$ cat src/rtl/types.sv
// types: packet format shared by the bank and its ingress sources
package types;
  typedef enum logic [1:0] {
    CTRL_DATA    = 2'd0,
    CTRL_PARENTS = 2'd1,
    CTRL_CONFIG  = 2'd2,
    CTRL_RESULT  = 2'd3
  } ctrl_t;
  typedef struct packed {
    logic [3:0] x;
    logic [3:0] y;
    logic [3:0] z;
  } addr_t;
  typedef struct packed {
    ctrl_t       ctrl;
    addr_t       addr;
    logic [17:0] data;
  } pkt_t;
endpackage

$ cat src/rtl/bank_ingress_arb.sv
// bank_ingress_arb: round-robin ingress arbiter into one bank, parents-load sequences kept atomic
module bank_ingress_arb
  import types::*;
#(
  parameter int NUM_REQ = 4,
  localparam int IDX_W = $clog2(NUM_REQ)
) (
  input  logic                   clk,
  input  logic                   rst_n,
  input  logic [NUM_REQ-1:0]     req_valid,
  input  pkt_t [NUM_REQ-1:0]     req_pkt,
  output logic [NUM_REQ-1:0]     req_ready,
  output logic                   bank_valid,
  output pkt_t                   bank_pkt,
  input  logic                   bank_ready,
  output logic                   locked,
  output logic [IDX_W-1:0]       lock_owner
);
  typedef enum logic {UNLOCKED, LOCKED} state_t;
  state_t             state_q, state_d;
  logic [IDX_W-1:0]   owner_q, owner_d, last_q, last_d, grant_idx;
  logic [NUM_REQ-1:0] eligible;
  logic               grant_valid, can_load, accept, out_valid_q, out_valid_d;
  pkt_t               out_pkt_q, out_pkt_d, grant_pkt;
  always_comb begin
    eligible = (state_q == LOCKED) ? (req_valid & (NUM_REQ'(1) << owner_q)) : req_valid;
  end
  // scan from farthest to nearest so the first eligible after last_q wins
  always_comb begin
    grant_valid = 1'b0;
    grant_idx   = '0;
    for (int k = NUM_REQ; k >= 1; k--) begin
      if (eligible[(int'(last_q) + k) % NUM_REQ]) begin
        grant_valid = 1'b1;
        grant_idx   = IDX_W'((int'(last_q) + k) % NUM_REQ);
      end
    end
  end
  always_comb begin
    can_load    = !out_valid_q || bank_ready;
    accept      = rst_n && can_load && grant_valid;
    grant_pkt   = req_pkt[grant_idx];
    req_ready   = accept ? (NUM_REQ'(1) << grant_idx) : '0;
    out_valid_d = accept ? 1'b1 : (bank_ready ? 1'b0 : out_valid_q);
    out_pkt_d   = accept ? grant_pkt : out_pkt_q;
    last_d      = accept ? grant_idx : last_q;
  end
  always_comb begin
    state_d = state_q;
    owner_d = owner_q;
    if (accept && state_q == UNLOCKED && grant_pkt.ctrl == CTRL_PARENTS) begin
      state_d = LOCKED;
      owner_d = grant_idx;
    end else if (accept && state_q == LOCKED && grant_pkt.ctrl == CTRL_CONFIG) begin
      state_d = UNLOCKED;
    end
  end
  always_ff @(posedge clk or negedge rst_n) begin
    if (!rst_n) begin
      state_q     <= UNLOCKED;
      owner_q     <= '0;
      last_q      <= IDX_W'(NUM_REQ - 1);
      out_valid_q <= 1'b0;
      out_pkt_q   <= '0;
    end else begin
      state_q     <= state_d;
      owner_q     <= owner_d;
      last_q      <= last_d;
      out_valid_q <= out_valid_d;
      out_pkt_q   <= out_pkt_d;
    end
  end
  assign bank_valid = out_valid_q;
  assign bank_pkt   = out_pkt_q;
  assign locked     = (state_q == LOCKED);
  assign lock_owner = owner_q;
endmodule

$ cat config.mk
export PLATFORM = sky130hd
export DESIGN_NAME = bank_ingress_arb
export DESIGN_NICKNAME = d
export VERILOG_FILES = /design/src/rtl/types.sv /design/src/rtl/bank_ingress_arb.sv
export SDC_FILE = /design/constraint.sdc
export NUM_CORES = 1
export LEC_CHECK = 0
export ABC_CLOCK_PERIOD_IN_PS = 3300
export BUFFER_PORTS_ARGS = -buffer_cell sky130_fd_sc_hd__buf_4
export CAP_MARGIN = 20
export CORE_MARGIN = 2
export CORE_UTILIZATION = 40
export DETAILED_ROUTE_END_ITERATION = 10
export PLACE_DENSITY = 0.77
export SLEW_MARGIN = 20
export SYNTH_ARGS = -nofsm -noshare
export SYNTH_HDL_FRONTEND = slang
export SYNTH_SLANG_ARGS = --single-unit
$ cat constraint.sdc
create_clock -name clk -period 3.3 [get_ports clk]
set_input_delay 0.495 -clock clk [delete_from_list [all_inputs] [get_ports clk]]
set_output_delay 0.495 -clock clk [all_outputs]
set_load 0.03 [all_outputs]
==> results.json, run 1 <==
{
  "wl_um": 9210,
  "synthArstFlopShare_pct": 100,
  "synthTopCellsByArea": "dfrtp_1 (32%), nand2_1 (17%), a311oi_1 (9.3%)",
  "yosysMostFrequentCell": "nand2_1",
  "ios": 175,
  "ys.flop_type": "dfrtp_1",
  "vias_per_cell": 5.28,
  "wl_per_cell_um": 15.0,
  "yosysWarnings": 0,
  "dp_cells": 603,
  "antenna_left": 0,
  "die_w_um": 88.0,
  "drive_above_1_share_pct": 40.2,
  "synth.yosys.seq_area_share_pct": 33.8,
  "first_pass_iters": 4,
  "setup_viol_count_final": 0,
  "place_area_um2": 4200,
  "finalCritPeriodShare_pct": 93.3,
  "outcome": "complete, no violations",
  "vdd_ir_drop_max_mv": 0.494,
  "portBuffers": 174,
  "vias": 3235,
  "synth_top_cell_area_share_pct": 31.9,
  "grt_start_max_net_pins": 39,
  "rsz0062_at_grt": "no",
  "worstMarginPinSlew_ns": 0.654,
  "hold_class": "input port to async pin",
  "gp_congestion": 0.874,
  "maxCapViolations": 0,
  "yosys-top-cells-count": "nand2_1 (129), dfrtp_1 (36), a21o_1 (31)",
  "worstPathArrival_ns": 2.58,
  "fin_tns_setup_ns": 0,
  "globalRouteOverflowTotal": 0,
  "power.total_w": 0.00388,
  "antenna_found_initial": 0,
  "tritoncts": "yes",
  "critPathRequiredTime_ns": 2.80,
  "grt_pass1_vias": 3177,
  "final_cell_area_um2": 4310,
  "instances_no_fill": 613,
  "h-tree-depth": 2,
  "min_period_ns": 3.08,
  "postSynthCellCount": 355,
  "fmax_ghz": 0.325,
  "synth_area_um2": 2820,
  "end_kind": "primary output",
  "nNetsFinal": 652,
  "ys_ff_latch": 38,
  "grtUsageTotal_pct": 22.9,
  "hold_buffers": 0,
  "clk_path_buf_depth": 2,
  "num_antenna_cells": 0,
  "initial_core_util_pct": 41.5,
  "hpwlAfterDp_um": 6980,
  "dieArea_um2": 7740,
  "rows": 30,
  "cp_max_fo": 16,
  "synth_area_per_cell_um2": 7.95,
  "synth_cell_types": 41,
  "p_per_area_nw_per_um2": 900,
  "synth_top_cell_by_area": "dfrtp_1",
  "slew-limit-headroom_pct": 56.3,
  "hold_ws_ns": 0.299,
  "cts.sinks": 38,
  "syn_nets": 490,
  "grt_pass1_wl_um": 14100,
  "syn_to_final_growth_pct": 52.7,
  "cts_root_buf": "clkbuf_8",
  "clk_pin_slew_ns": 0.08,
  "path_class": "register to primary output",
  "cp-start-kind": "register",
  "leakage_nw": 2.32,
  "skew_ns": 0.0124,
  "synth_edf_count": 0,
  "drc_errors": 0,
  "dieHeight_um": 88.0,
  "cts_buffers": 5,
  "fp.coreArea_um2": 6790,
  "initialDrtViolationCount": 158,
  "hold_viol": 0,
  "slew_violations": 0,
  "clk_latency_ns": 0.28
}
==> stage by stage <==
stage	setup slack, ns	utilization [%]
after floorplan	0.0603	-
after global placement	0.406	61.8
after detailed placement	0.289	61.8
after CTS	0.0281	63.0
after global routing	0.0206	63.4
final	0.223	63.4
==> sequential cells by signal, summed over array words and instances, names as in the netlist <==
signal	flops
bank_pkt	32
bank_valid	1
last_q	2
lock_owner	2
locked	1
==> critical path: stages (launching register included) <==
cell and delay [ns]:
dfstp_4 0.70, mux2i_2 0.26, o221a_4 0.27, nand2b_1 0.13, o311ai_2 0.13, a21boi_4 0.26
inv_4 0.12, nor3_1 0.22, buf_4 0.19
==> timing repair <==
action	in CTS	in global routing
pin swaps	0	0
setup endpoints to repair	2	4
gates resized for setup	1	4
buffers inserted	0	3
==> report_power, final <==
part           switching (W)  internal [W]  leakage, nW
Clock               0.000152      0.000146       0.0383
Combinational        0.00158       0.00111         1.82
Sequential          0.000185      0.000703        0.463
==> cells in the final DEF (no fill, tap or decap), types with 2 or more instances in the layout <==
cell type  count
a21boi_0       2
a21o_1        31
a311oi_1      30
and3_1        30
buf_12         2
buf_4        185
clkbuf_1       2
clkbuf_8       5
dfrtp_1       36
inv_1          2
mux2i_1       10
nand2_1      129
nand2b_1       4
nand4b_1       3
nand4bb_1      2
nor2_1         2
nor3_1         6
o211ai_1       2
o21ai_0        7
o22ai_1        2
o311ai_2       2
==> metal layers <==
metal / vias to the layer above / track usage [%] / routed length (um)
li1: 1593 / - / -
met1: 1509 / 26.3 / 3610
met2: 117 / 41.6 / 4790
met3: 16 / 5.37 / 616
met4: 0 / 7.97 / 191
met5: - / 0 / 0
==> worst paths after layout <==
| kind | from | to | slack, ns | cells past startpoint |
|---|---|---|---|---|
| max | last_q[0]$_DFFE_PN1P_ | req_ready[1] | 0.22 | 8 |
| min | rst_n | lock_owner[0]$_DFFE_PN0P_ | 0.30 | 2 |
| max reg2reg | last_q[0]$_DFFE_PN1P_ | lock_owner[1]$_DFFE_PN0P_ | 0.40 | 9 |
| min reg2reg | bank_pkt[26]$_DFFE_PN0P_ | bank_pkt[26]$_DFFE_PN0P_ | 0.48 | 1 |
| max in group asynchronous | rst_n | last_q[1]$_DFFE_PN1P_ | 2.65 | 2 |
| min in group clk | bank_pkt[26]$_DFFE_PN0P_ | bank_pkt[26]$_DFFE_PN0P_ | 0.48 | 1 |
==> final cells by class <==
class / instances / area, um^2
clock buffers: 7 / 76.3
fillers: 574 / 2480
inverters: 3 / 13.8
multi-input cells: 282 / 1710
flip-flops and latches: 38 / 957
well taps: 96 / 120
repair buffers: 187 / 1430
==> cell families after synthesis <==
kind of cell,share of synthesized area [%]
AND/OR/NAND/NOR,29.1
flip-flops,33.8
multiplexers,4.30
AO/OA/AOI/OAI,27.1
buffers and inverters,5.72
Power figures use the tool's default switching activity.
==> run 2, diff against run 1 <==
RECOVER_POWER = 25   (was unset)
==> run 2 against run 1 <==
  * The flow now finishes with violations (max-capacitance violations, max-slew violations)
  * Worst hold slack improved by 0.18 ns
  * Via count is 0.71% higher
  * Clock-buffer cell count unchanged
  * Non-clock buffer count unchanged
  * Wire length rose by 0.16%
  * Global-route usage is the same
  * Utilization fell by 0.11 points
  * Sequential share of layout area about the same
  * Largest power group unchanged
==> results.json, run 2 (synthesis results as in run 1) <==
{
  "worstPathArrival_ns": 2.59,
  "worst-path-buf-inv": 2,
  "leakage_nw": 2.32,
  "cts_buffers": 5,
  "clk_path_buf_depth": 2,
  "grtUsageTotal_pct": 22.9,
  "multi_input_area_um2": 1710,
  "drive_above_1_share_pct": 39.8,
  "hpwlAfterDp_um": 6980,
  "grt_pass1_vias": 3177,
  "largest_reg_flops": 32,
  "place_area_um2": 4200,
  "critPathSlowestCell": "dfstp_4",
  "skew_ns": 0.0138,
  "critPathRequiredTime_ns": 2.80,
  "p_per_area_nw_per_um2": 902,
  "mostFrequentLayoutCell": "buf_4",
  "drc_errors": 0,
  "cp_max_fo": 16,
  "violations": "max-capacitance violations, max-slew violations",
  "end_kind": "primary output",
  "portBuffers": 174,
  "wl_um": 9220,
  "globalRouteOverflowTotal": 0,
  "maxCapViolations": 1,
  "vias_per_cell": 5.31,
  "dieArea_um2": 7740,
  "die_w_um": 88.0,
  "dp_cells": 603,
  "hold_viol": 0,
  "finalCritPeriodShare_pct": 93.3,
  "rows": 30,
  "slew-limit-headroom_pct": -40.0,
  "grt_start_max_net_pins": 39,
  "vdd_ir_drop_max_mv": 0.493,
  "worstMarginPinSlew_ns": 2.10,
  "cts_root_buf": "clkbuf_8",
  "min_period_ns": 3.08,
  "wl_per_cell_um": 15.0,
  "nNetsFinal": 652,
  "outcome": "complete, but fails checks",
  "num_antenna_cells": 0,
  "tritoncts": "yes",
  "syn_to_final_growth_pct": 52.4,
  "rsz0062_at_grt": "no",
  "vias": 3258,
  "cts.sinks": 38,
  "grt_pass1_wl_um": 14100,
  "fmax_ghz": 0.325,
  "slowest_delay_ns": 0.70,
  "dieHeight_um": 88.0,
  "fp.coreArea_um2": 6790,
  "antenna_found_initial": 0,
  "initial_core_util_pct": 41.5,
  "first_pass_iters": 4,
  "path_class": "register to primary output",
  "clk_pin_slew_ns": 0.08,
  "slew_violations": 39,
  "h-tree-depth": 2,
  "gp_congestion": 0.874,
  "final_cell_area_um2": 4300,
  "fillCellCount": 576,
  "crit_family": "flip-flops",
  "layout_common_cells": "buf_4 (183), nand2_1 (129), dfrtp_1 (36)",
  "clk_latency_ns": 0.28,
  "setup_viol_count_final": 0,
  "antenna_left": 0,
  "ios": 175,
  "power.total_w": 0.00388,
  "hold_class": "register to register",
  "regArea_um2": 957,
  "initialDrtViolationCount": 151,
  "instances_no_fill": 613,
  "fin_tns_setup_ns": 0,
  "cp-start-kind": "register",
  "cp_cell_sequence": "mux2i_2 > o221a_4 > nand2b_1 > o311ai_2 > a21boi_4 > inv_4 > nor3_1 > buf_4"
}
run 2: report_power, final:
group | internal (W) | total, W | switching (W)
combinational | 0.00111 | 0.00269 | 0.00158
clock | 0.000146 | 0.000298 | 0.000152
sequential | 0.000703 | 0.000889 | 0.000186
total | 0.00196 | 0.00388 | 0.00192
run 2: worst register-to-register path: cells and delay by family, from the launching register on:
kind	cells	cell delay [ns]
mux	2	0.48
flops	1	0.70
compound gates	4	1.13
simple gates	2	0.36
buf+inv	1	0.16
run 2: layout make-up:
type / count / share of cell area (%)
Timing Repair Buffer: 187 / 33.0
Inverter: 3 / 0.320
Multi-Input combinational cell: 282 / 39.8
Tap cell: 96 / 2.79
Sequential cell: 38 / 22.2
Clock buffer: 7 / 1.77
run 2: per-stage QoR:
stage	hold slack (ns)	util, %	setup WS, ns
after floorplan	0.199	-	0.0603
after global placement	0.461	61.8	0.406
after detailed placement	0.466	61.8	0.289
after CTS	0.305	63.0	0.0281
after global routing	0.498	63.3	0.0206
final	0.479	63.3	0.220
run 2: what timing repair did:
| item | 4_1_cts | 5_1_grt |
|---|---|---|
| setup buffers | 0 | 3 |
| endpoints found under the setup margin | 2 | 4 |
| endpoints found under the hold margin | 0 | 0 |
| gates resized for setup | 1 | 4 |
| hold buffers | 0 | 0 |
| pin swaps | 0 | 0 |
run 2: final timing paths:
kind / start / end / slack, ns / depth (start not counted)
hold reg to reg: bank_pkt[26]$_DFFE_PN0P_ / bank_pkt[26]$_DFFE_PN0P_ / 0.48 / 1
min in group asynchronous: rst_n / lock_owner[0]$_DFFE_PN0P_ / 1.03 / 2
hold / removal: bank_pkt[26]$_DFFE_PN0P_ / bank_pkt[26]$_DFFE_PN0P_ / 0.48 / 1
max in group asynchronous: rst_n / bank_pkt[18]$_DFFE_PN0P_ / 1.06 / 2
setup reg to reg: last_q[0]$_DFFE_PN1P_ / lock_owner[1]$_DFFE_PN0P_ / 0.40 / 9
setup / recovery: last_q[0]$_DFFE_PN1P_ / req_ready[1] / 0.22 / 8
run 2: per-layer routing:
metal  share of wire, %  track usage, %  vias to the layer above
met2                 52            41.6                      124
met5                  0               0                        -
met4                2.2            7.97                        0
li1                   -               -                     1592
met1                 40            26.3                     1522
met3                6.3            5.37                       20
